===== src/rtl/galapagos_net_pkg.sv =====
// -----------------------------------------------------------------------------
// galapagos_net_pkg
// Shared definitions for the Galapagos <-> GULF network bridges.
//   IP_W / PORT_W / TUSER_W : field widths of the Galapagos sideband
//   TUSER_IP_LSB            : bit offset of the destination IPv4 in tuser
//   TUSER_PORT_LSB          : bit offset of the destination UDP port in tuser
//   state_e                 : per-packet input state (IDLE, FWD, DROP)
// -----------------------------------------------------------------------------
package galapagos_net_pkg;

  localparam int IP_W           = 32;
  localparam int PORT_W         = 16;
  localparam int TUSER_W        = 48;
  localparam int TUSER_IP_LSB   = 0;
  localparam int TUSER_PORT_LSB = 32;

  typedef enum logic [1:0] {
    IDLE = 2'd0,
    FWD  = 2'd1,
    DROP = 2'd2
  } state_e;

endpackage


===== src/rtl/axis_skid_buf.sv =====
// -----------------------------------------------------------------------------
// axis_skid_buf
// Two-entry AXI-Stream register slice: an output register backed by one skid
// register. All outputs come straight from flops, so out_valid_o never depends
// combinationally on out_ready_i, and in_ready_o is a registered "skid empty".
// Sustains one beat per cycle when the consumer is always ready.
//   clk, rst_n               : clock, asynchronous active-low reset
//   in_valid_i/in_ready_o    : upstream handshake
//   in_data_i  [WIDTH]       : upstream payload
//   out_valid_o/out_ready_i  : downstream handshake
//   out_data_o [WIDTH]       : downstream payload
// -----------------------------------------------------------------------------
module axis_skid_buf #(
  parameter int WIDTH = 8
) (
  input  logic             clk,
  input  logic             rst_n,
  input  logic             in_valid_i,
  output logic             in_ready_o,
  input  logic [WIDTH-1:0] in_data_i,
  output logic             out_valid_o,
  input  logic             out_ready_i,
  output logic [WIDTH-1:0] out_data_o
);

  logic             outValid_q,  outValid_d;
  logic [WIDTH-1:0] outData_q,   outData_d;
  logic             skidValid_q, skidValid_d;
  logic [WIDTH-1:0] skidData_q,  skidData_d;
  logic             ready_q,     ready_d;
  logic             inFire;
  logic             outFree;

  assign inFire  = in_valid_i & ready_q;
  assign outFree = ~outValid_q | out_ready_i;

  // Next-state of both entries. When the output register frees up it takes
  // the older skid entry first so ordering is preserved; otherwise a stalled
  // output pushes the incoming beat into the skid register. ready_q only
  // allows acceptance while the skid is empty, so an input beat can never
  // arrive while the skid entry is still waiting.
  always_comb begin
    outValid_d  = outValid_q;
    outData_d   = outData_q;
    skidValid_d = skidValid_q;
    skidData_d  = skidData_q;
    if (outFree) begin
      if (skidValid_q) begin
        outValid_d  = 1'b1;
        outData_d   = skidData_q;
        skidValid_d = 1'b0;
      end else if (inFire) begin
        outValid_d = 1'b1;
        outData_d  = in_data_i;
      end else begin
        outValid_d = 1'b0;
      end
    end else if (inFire) begin
      skidValid_d = 1'b1;
      skidData_d  = in_data_i;
    end
    ready_d = ~skidValid_d;
  end

  // Storage for both entries plus the registered ready. Ready comes out of
  // reset low and rises on the first clock after reset is released.
  always_ff @(posedge clk or negedge rst_n) begin
    if (!rst_n) begin
      outValid_q  <= 1'b0;
      outData_q   <= '0;
      skidValid_q <= 1'b0;
      skidData_q  <= '0;
      ready_q     <= 1'b0;
    end else begin
      outValid_q  <= outValid_d;
      outData_q   <= outData_d;
      skidValid_q <= skidValid_d;
      skidData_q  <= skidData_d;
      ready_q     <= ready_d;
    end
  end

  assign in_ready_o  = ready_q;
  assign out_valid_o = outValid_q;
  assign out_data_o  = outData_q;

endmodule


===== src/rtl/sender.sv =====
// -----------------------------------------------------------------------------
// sender
// Bridge from the Galapagos AXI-Stream domain to the GULF UDP TX stream.
// The destination IP/port and source port are taken from the first beat of a
// packet and carried alongside every beat through a 2-entry skid buffer, so
// the GULF-side header only changes when a new beat reaches the output.
// Packets addressed to IP 0.0.0.0 are accepted and discarded.
//   clk, resetn          : clock, asynchronous active-low reset
//   gal_t*               : Galapagos input stream (tuser = {dst port, dst ip},
//                          tdest = src port)
//   gulf_t*              : GULF TX stream
//   ip/src_prt/dst_prt   : header of the beat currently on gulf_t*
//   pkt_sent/pkt_dropped : statistics counters
// Configuration macro: SENDER_STATS_EN (defined = live counters, otherwise the
// counter ports are tied to zero and no counter registers exist).
// -----------------------------------------------------------------------------
module sender
  import galapagos_net_pkg::*;
#(
  parameter int DATA_W = 512,
  parameter int CNT_W  = 32
) (
  input  logic                clk,
  input  logic                resetn,
  input  logic                gal_tvalid,
  output logic                gal_tready,
  input  logic [DATA_W-1:0]   gal_tdata,
  input  logic [DATA_W/8-1:0] gal_tkeep,
  input  logic                gal_tlast,
  input  logic [TUSER_W-1:0]  gal_tuser,
  input  logic [PORT_W-1:0]   gal_tdest,
  output logic                gulf_tvalid,
  input  logic                gulf_tready,
  output logic [DATA_W-1:0]   gulf_tdata,
  output logic [DATA_W/8-1:0] gulf_tkeep,
  output logic                gulf_tlast,
  output logic [IP_W-1:0]     ip,
  output logic [PORT_W-1:0]   src_prt,
  output logic [PORT_W-1:0]   dst_prt,
  output logic [CNT_W-1:0]    pkt_sent,
  output logic [CNT_W-1:0]    pkt_dropped
);

  localparam int KEEP_W  = DATA_W / 8;
  localparam int ENTRY_W = DATA_W + KEEP_W + 1 + IP_W + 2 * PORT_W;

  state_e              state_q, state_d;
  logic [IP_W-1:0]     hdrIp_q,  hdrIp_d;
  logic [PORT_W-1:0]   hdrSrc_q, hdrSrc_d;
  logic [PORT_W-1:0]   hdrDst_q, hdrDst_d;
  logic                galFire;
  logic                ipIsZero;
  logic                push;
  logic [IP_W-1:0]     pushIp;
  logic [PORT_W-1:0]   pushSrc;
  logic [PORT_W-1:0]   pushDst;
  logic [ENTRY_W-1:0]  pushEntry;
  logic [ENTRY_W-1:0]  outEntry;

  assign galFire  = gal_tvalid & gal_tready;
  assign ipIsZero = (gal_tuser[TUSER_IP_LSB +: IP_W] == '0);

  // Input-side packet state and the latched header. Only accepted beats move
  // the machine; the header is captured on the first beat of a good packet.
  always_ff @(posedge clk or negedge resetn) begin
    if (!resetn) begin
      state_q  <= IDLE;
      hdrIp_q  <= '0;
      hdrSrc_q <= '0;
      hdrDst_q <= '0;
    end else begin
      state_q  <= state_d;
      hdrIp_q  <= hdrIp_d;
      hdrSrc_q <= hdrSrc_d;
      hdrDst_q <= hdrDst_d;
    end
  end

  // Decide per accepted beat whether it is pushed into the buffer and with
  // which header. A first beat pushes the header straight from the sideband
  // because the latch only becomes visible a cycle later; later beats of the
  // packet reuse the latch and ignore any sideband changes.
  always_comb begin
    state_d  = state_q;
    hdrIp_d  = hdrIp_q;
    hdrSrc_d = hdrSrc_q;
    hdrDst_d = hdrDst_q;
    push     = 1'b0;
    pushIp   = hdrIp_q;
    pushSrc  = hdrSrc_q;
    pushDst  = hdrDst_q;
    case (state_q)
      IDLE: begin
        if (galFire) begin
          if (!ipIsZero) begin
            hdrIp_d  = gal_tuser[TUSER_IP_LSB +: IP_W];
            hdrDst_d = gal_tuser[TUSER_PORT_LSB +: PORT_W];
            hdrSrc_d = gal_tdest;
            pushIp   = gal_tuser[TUSER_IP_LSB +: IP_W];
            pushDst  = gal_tuser[TUSER_PORT_LSB +: PORT_W];
            pushSrc  = gal_tdest;
            push     = 1'b1;
            state_d  = gal_tlast ? IDLE : FWD;
          end else begin
            state_d = gal_tlast ? IDLE : DROP;
          end
        end
      end
      FWD: begin
        if (galFire) begin
          push = 1'b1;
          if (gal_tlast) begin
            state_d = IDLE;
          end
        end
      end
      DROP: begin
        if (galFire && gal_tlast) begin
          state_d = IDLE;
        end
      end
      default: state_d = IDLE;
    endcase
  end

  assign pushEntry = {gal_tdata, gal_tkeep, gal_tlast, pushIp, pushSrc, pushDst};

  axis_skid_buf #(
    .WIDTH(ENTRY_W)
  ) u_skid (
    .clk        (clk),
    .rst_n      (resetn),
    .in_valid_i (push),
    .in_ready_o (gal_tready),
    .in_data_i  (pushEntry),
    .out_valid_o(gulf_tvalid),
    .out_ready_i(gulf_tready),
    .out_data_o (outEntry)
  );

  assign {gulf_tdata, gulf_tkeep, gulf_tlast, ip, src_prt, dst_prt} = outEntry;

`ifdef SENDER_STATS_EN
  logic [CNT_W-1:0] pktSent_q;
  logic [CNT_W-1:0] pktDropped_q;
  logic             sentInc;
  logic             dropInc;

  // A good packet counts when its last beat is pushed; a dropped packet
  // counts on its first beat. Both wrap naturally at 2^CNT_W.
  assign sentInc = push & gal_tlast;
  assign dropInc = galFire & (state_q == IDLE) & ipIsZero;

  always_ff @(posedge clk or negedge resetn) begin
    if (!resetn) begin
      pktSent_q    <= '0;
      pktDropped_q <= '0;
    end else begin
      pktSent_q    <= pktSent_q + CNT_W'(sentInc);
      pktDropped_q <= pktDropped_q + CNT_W'(dropInc);
    end
  end

  assign pkt_sent    = pktSent_q;
  assign pkt_dropped = pktDropped_q;
`else
  assign pkt_sent    = '0;
  assign pkt_dropped = '0;
`endif

endmodule


===== config.mk =====
export PLATFORM = sky130hd
export DESIGN_NAME = sender
export DESIGN_NICKNAME = d
export VERILOG_FILES = /design/src/rtl/galapagos_net_pkg.sv /design/src/rtl/axis_skid_buf.sv /design/src/rtl/sender.sv
export SDC_FILE = /design/constraint.sdc
export NUM_CORES = 2
export LEC_CHECK = 0
export BUFFER_PORTS_ARGS = -buffer_cell sky130_fd_sc_hd__buf_4
export CORE_AREA = 3 3 529 531
export DETAILED_ROUTE_END_ITERATION = 8
export DIE_AREA = 0 0 532 534
export SYNTH_ARGS = -nofsm -noshare
export SYNTH_HDL_FRONTEND = slang
export SYNTH_SLANG_ARGS = --single-unit

===== constraint.sdc =====
create_clock -name clk -period 2.6 [get_ports clk]
set_clock_uncertainty 0.15 [all_clocks]
set_input_delay 0.26 -clock clk [delete_from_list [all_inputs] [get_ports clk]]
set_output_delay 0.26 -clock clk [all_outputs]
set_load 0.01 [all_outputs]

==> impl_results.md <==
* Sequential share of power at 41.4%
* Total global-route track usage at 16.4%
* Layout cells sized above 1 at 31.0%
* Fillers at 27.6k
* Yosys cell types at 33
* Core area at 0.276 mm²
* Largest net degree at the start of global routing at 107
* Status: finished, final reports clean
* Die width at 532 µm
* Root buf cell: clkbuf_16
* Setup Viol. Count Final at 0
* Hold Crit Class: in -> reg
* Final net count at 7349
* Clock Latency Late Sink at 0.86 ns
* Slowest-stage cell, CP: dlygate4sd3_1
* Most used DFF post-synth: dfrtp_1
* Power Density at 868 mW/mm²
* Hold Crit Depth at 3
* Clock slew at reported path FFs at 0.06 ns
* CP startpoint: gal_tuser[6]
* # DRC at 0
* Worst setup path endpoint: u_skid.out_data_o[515]$_DFFE_PN0P_
* Vias per cell at 4.41
* Post-Route WL at 245 mm
* Total power at 74.5 mW
* Routed len/inst at 23.1 µm
* Power share of the combinational group at 28.5%
* Critical path cell sequence: dlygate4sd3_1 -> buf_6 -> nor4_4 -> buf_4 -> nand4_1 -> buf_4 -> nor4_4 -> buf_4 -> or2_4 -> buf_12 -> buf_16 -> clkbuf_16 -> o21ai_1
* Final Critical Period at 2.60 ns
* Worst hold slack at 0.0849 ns
* Placer's final routability congestion estimate at 0.895
* Initial antenna violation count at 97
* Relative slew slack at 40.8%
* Global route total overflow at 0
* Post-synth EDFFs at 0
* Worst EP arrival at 3.10 ns
* Nature of the critical path startpoint: input port
* Cell count after synthesis at 4582
* Most common cell after layout, fill and taps aside: buf_4
* Syn Area/Cell at 12.5 µm²
* Final core utilization at 31.1%
* Flops & latches, synth at 1351
* # clock sinks at 1351
* Leak at 37.7 nW
* Vias in the first global route at 48.8k
* Height of the die at 534 µm
* DR pass1 iterations at 6
* VDD IR max at 0.000582 V
* Vias at 46.7k
* MaxCap Viol Count at 0
* P&R area growth vs syn at 49.6%
* Seq/Total Area, Yosys at 59.0%
* Worst-Margin Slew at 0.888 ns
* CP most frequent cell: buf_4
* CP required at 3.11 ns
* Kind of critical path: in -> reg
* Register area at 0.0338 mm²
* RSZ-0062 raised after global routing: yes
* Switching fraction of total power at 32.3%
* Critical path's largest stage delay at 0.57 ns
* Post-Syn Area at 0.0573 mm²
* Fin. max-slew vios at 0
* Antenna-violating nets left at 0
* Worst flop-to-flop path endpoint: u_skid.out_data_o[595]$_DFFE_PN0P_
* R2r setup slk at 0.23 ns
* Area of the multi-input gates at 0.0213 mm²
* Initial DRC Count at 2855
* Ranking of synthesized cells by area: dfrtp_1 (59%), mux2i_1 (11%), mux2_1 (7.9%), o21ai_0 (7.4%), o21ai_1 (3.8%)
* Synth area leader: dfrtp_1
* Endpoints failing hold at 0
* Clock Path Buffers at 4
* Number of CTS-inserted buffers at 158
* DP HPWL at 181 mm
* Reg2reg start: u_skid.in_ready_o$_DFF_PN0_
* Synth warn at 0
* Post-synth top area share at 59.0%
* Pint at 50.4 mW
* Rows at 193
* Boundary Pins at 1352
* Initial Util at 20.8%
* H-tree Lvls at 4
* Switch Pwr at 24.1 mW
* Share of flip-flops with an asynchronous set or reset at 100%
* Final period util at 99.8%
* Port bufs at 1287
* Peak Freq at 0.385 GHz
* Crit path capture type: flop
* TritonCTS clock tree: yes
* Clk network pwr share at 30.1%
* First-pass GRT wire length at 348 mm
* DIE AREA at 0.284 mm²
* R2R depth at 8
* Most frequent cells in the layout: buf_4 (1520), dfrtp_1 (1350), o21ai_0 (845)
* Crit Path Max Fanout at 19
flip-flops by register name (all words and copies together), names as in the netlist:
signal,cells
u_skid.out_data_o,641
hdrSrc_q,16
u_skid.skidData_q,641
u_skid.in_ready_o,1
hdrDst_q,16
u_skid.skidValid_q,1
u_skid.out_valid_o,1
hdrIp_q,32
state_q,2
logic make-up after synthesis:
logic type,after synthesis,share of synthesized area [%]
other,1,0.00654
DFF,1351,59.0
muxes,1218,22.5
AOI/OAI and AO/OA,1353,12.7
and+or+nand+nor,153,1.28
buffers and inverters,506,4.56
critical path: cells and delay by family:
family / cells / cell delay [ns]
compound gates: 1 / 0.08
simple gates: 4 / 0.84
buf+inv: 8 / 1.82
Yosys cell counts (3+ instances only):
library cell,n
buf_4,115
o21ai_1,436
buf_2,128
nand3_1,64
buf_12,6
nand2_1,66
o211ai_2,60
clkbuf_2,6
dfrtp_1,1351
mux2_1,400
nor4_1,6
clkbuf_1,185
o21ai_0,848
o211ai_1,4
inv_1,64
nor3_1,3
mux2_2,177
nor2_1,4
mux2i_1,641
stage by stage:
stage	cells	instance area, µm²	setup slack (ns)	setup TNS (ns)
global route	10600	85700	-0.0252	-0.591
floorplan	4645	57600	0.397	0
global placement	9514	72800	-0.308	-232.21
finish	10600	85800	0.00492	0
CTS	10500	85100	0.0276	0
detailed placement	9514	72800	-0.346	-220.26
area by class of cell:
cell class | instances | share of cell area, %
diodes | 56 | 0.163
inverters | 64 | 0.280
repair buffers | 2341 | 23.9
clock inverters | 39 | 0.527
multi-input cells | 2788 | 24.8
well taps | 3705 | 5.41
flip-flops and latches | 1351 | 39.4
clock buffers | 234 | 5.46
per-layer routing:
metal / GRT usage, % / part of all wire [%] / wire length, µm
met1: 19.1 / 39 / 94400
met2: 26.9 / 47 / 116000
met3: 5.83 / 9.1 / 22200
met4: 7.57 / 5.0 / 12100
met5: 0 / 0.15 / 374
how the worst min path moves through the flow:
stage | startpoint | endpoint | slack (ns)
floorplan | resetn | hdrDst_q[0]$_DFF_PN0_ | -0.19
global placement | resetn | u_skid.out_data_o[369]$_DFFE_PN0P_ | 0.02
detailed placement | resetn | u_skid.out_data_o[369]$_DFFE_PN0P_ | 0.02
CTS | gal_tdata[30] | u_skid.skidData_q[159]$_DFFE_PN0P_ | 0.0002
global route | gal_tdata[31] | u_skid.skidData_q[160]$_DFFE_PN0P_ | 0.02
finish | gal_tkeep[0] | u_skid.skidData_q[65]$_DFFE_PN0P_ | 0.08
repair_timing:
item	4_1_cts	5_1_grt
setup endpoints to repair	0	596
hold endpoints to repair	2667	0
buffers inserted	0	5
resized for setup	0	45
hold buffers	723	0
power by group through the flow:
stage	combinational, mW	sequential, mW	clock, mW
final	21.3	30.8	22.4
after global routing	22.9	31.5	23.8
after global placement	19.8	30.7	0
after CTS	21.3	30.7	23.0
after detailed placement	20.2	31.0	0
after floorplan	7.76	31.4	0
Power figures use the tool's default switching activity.
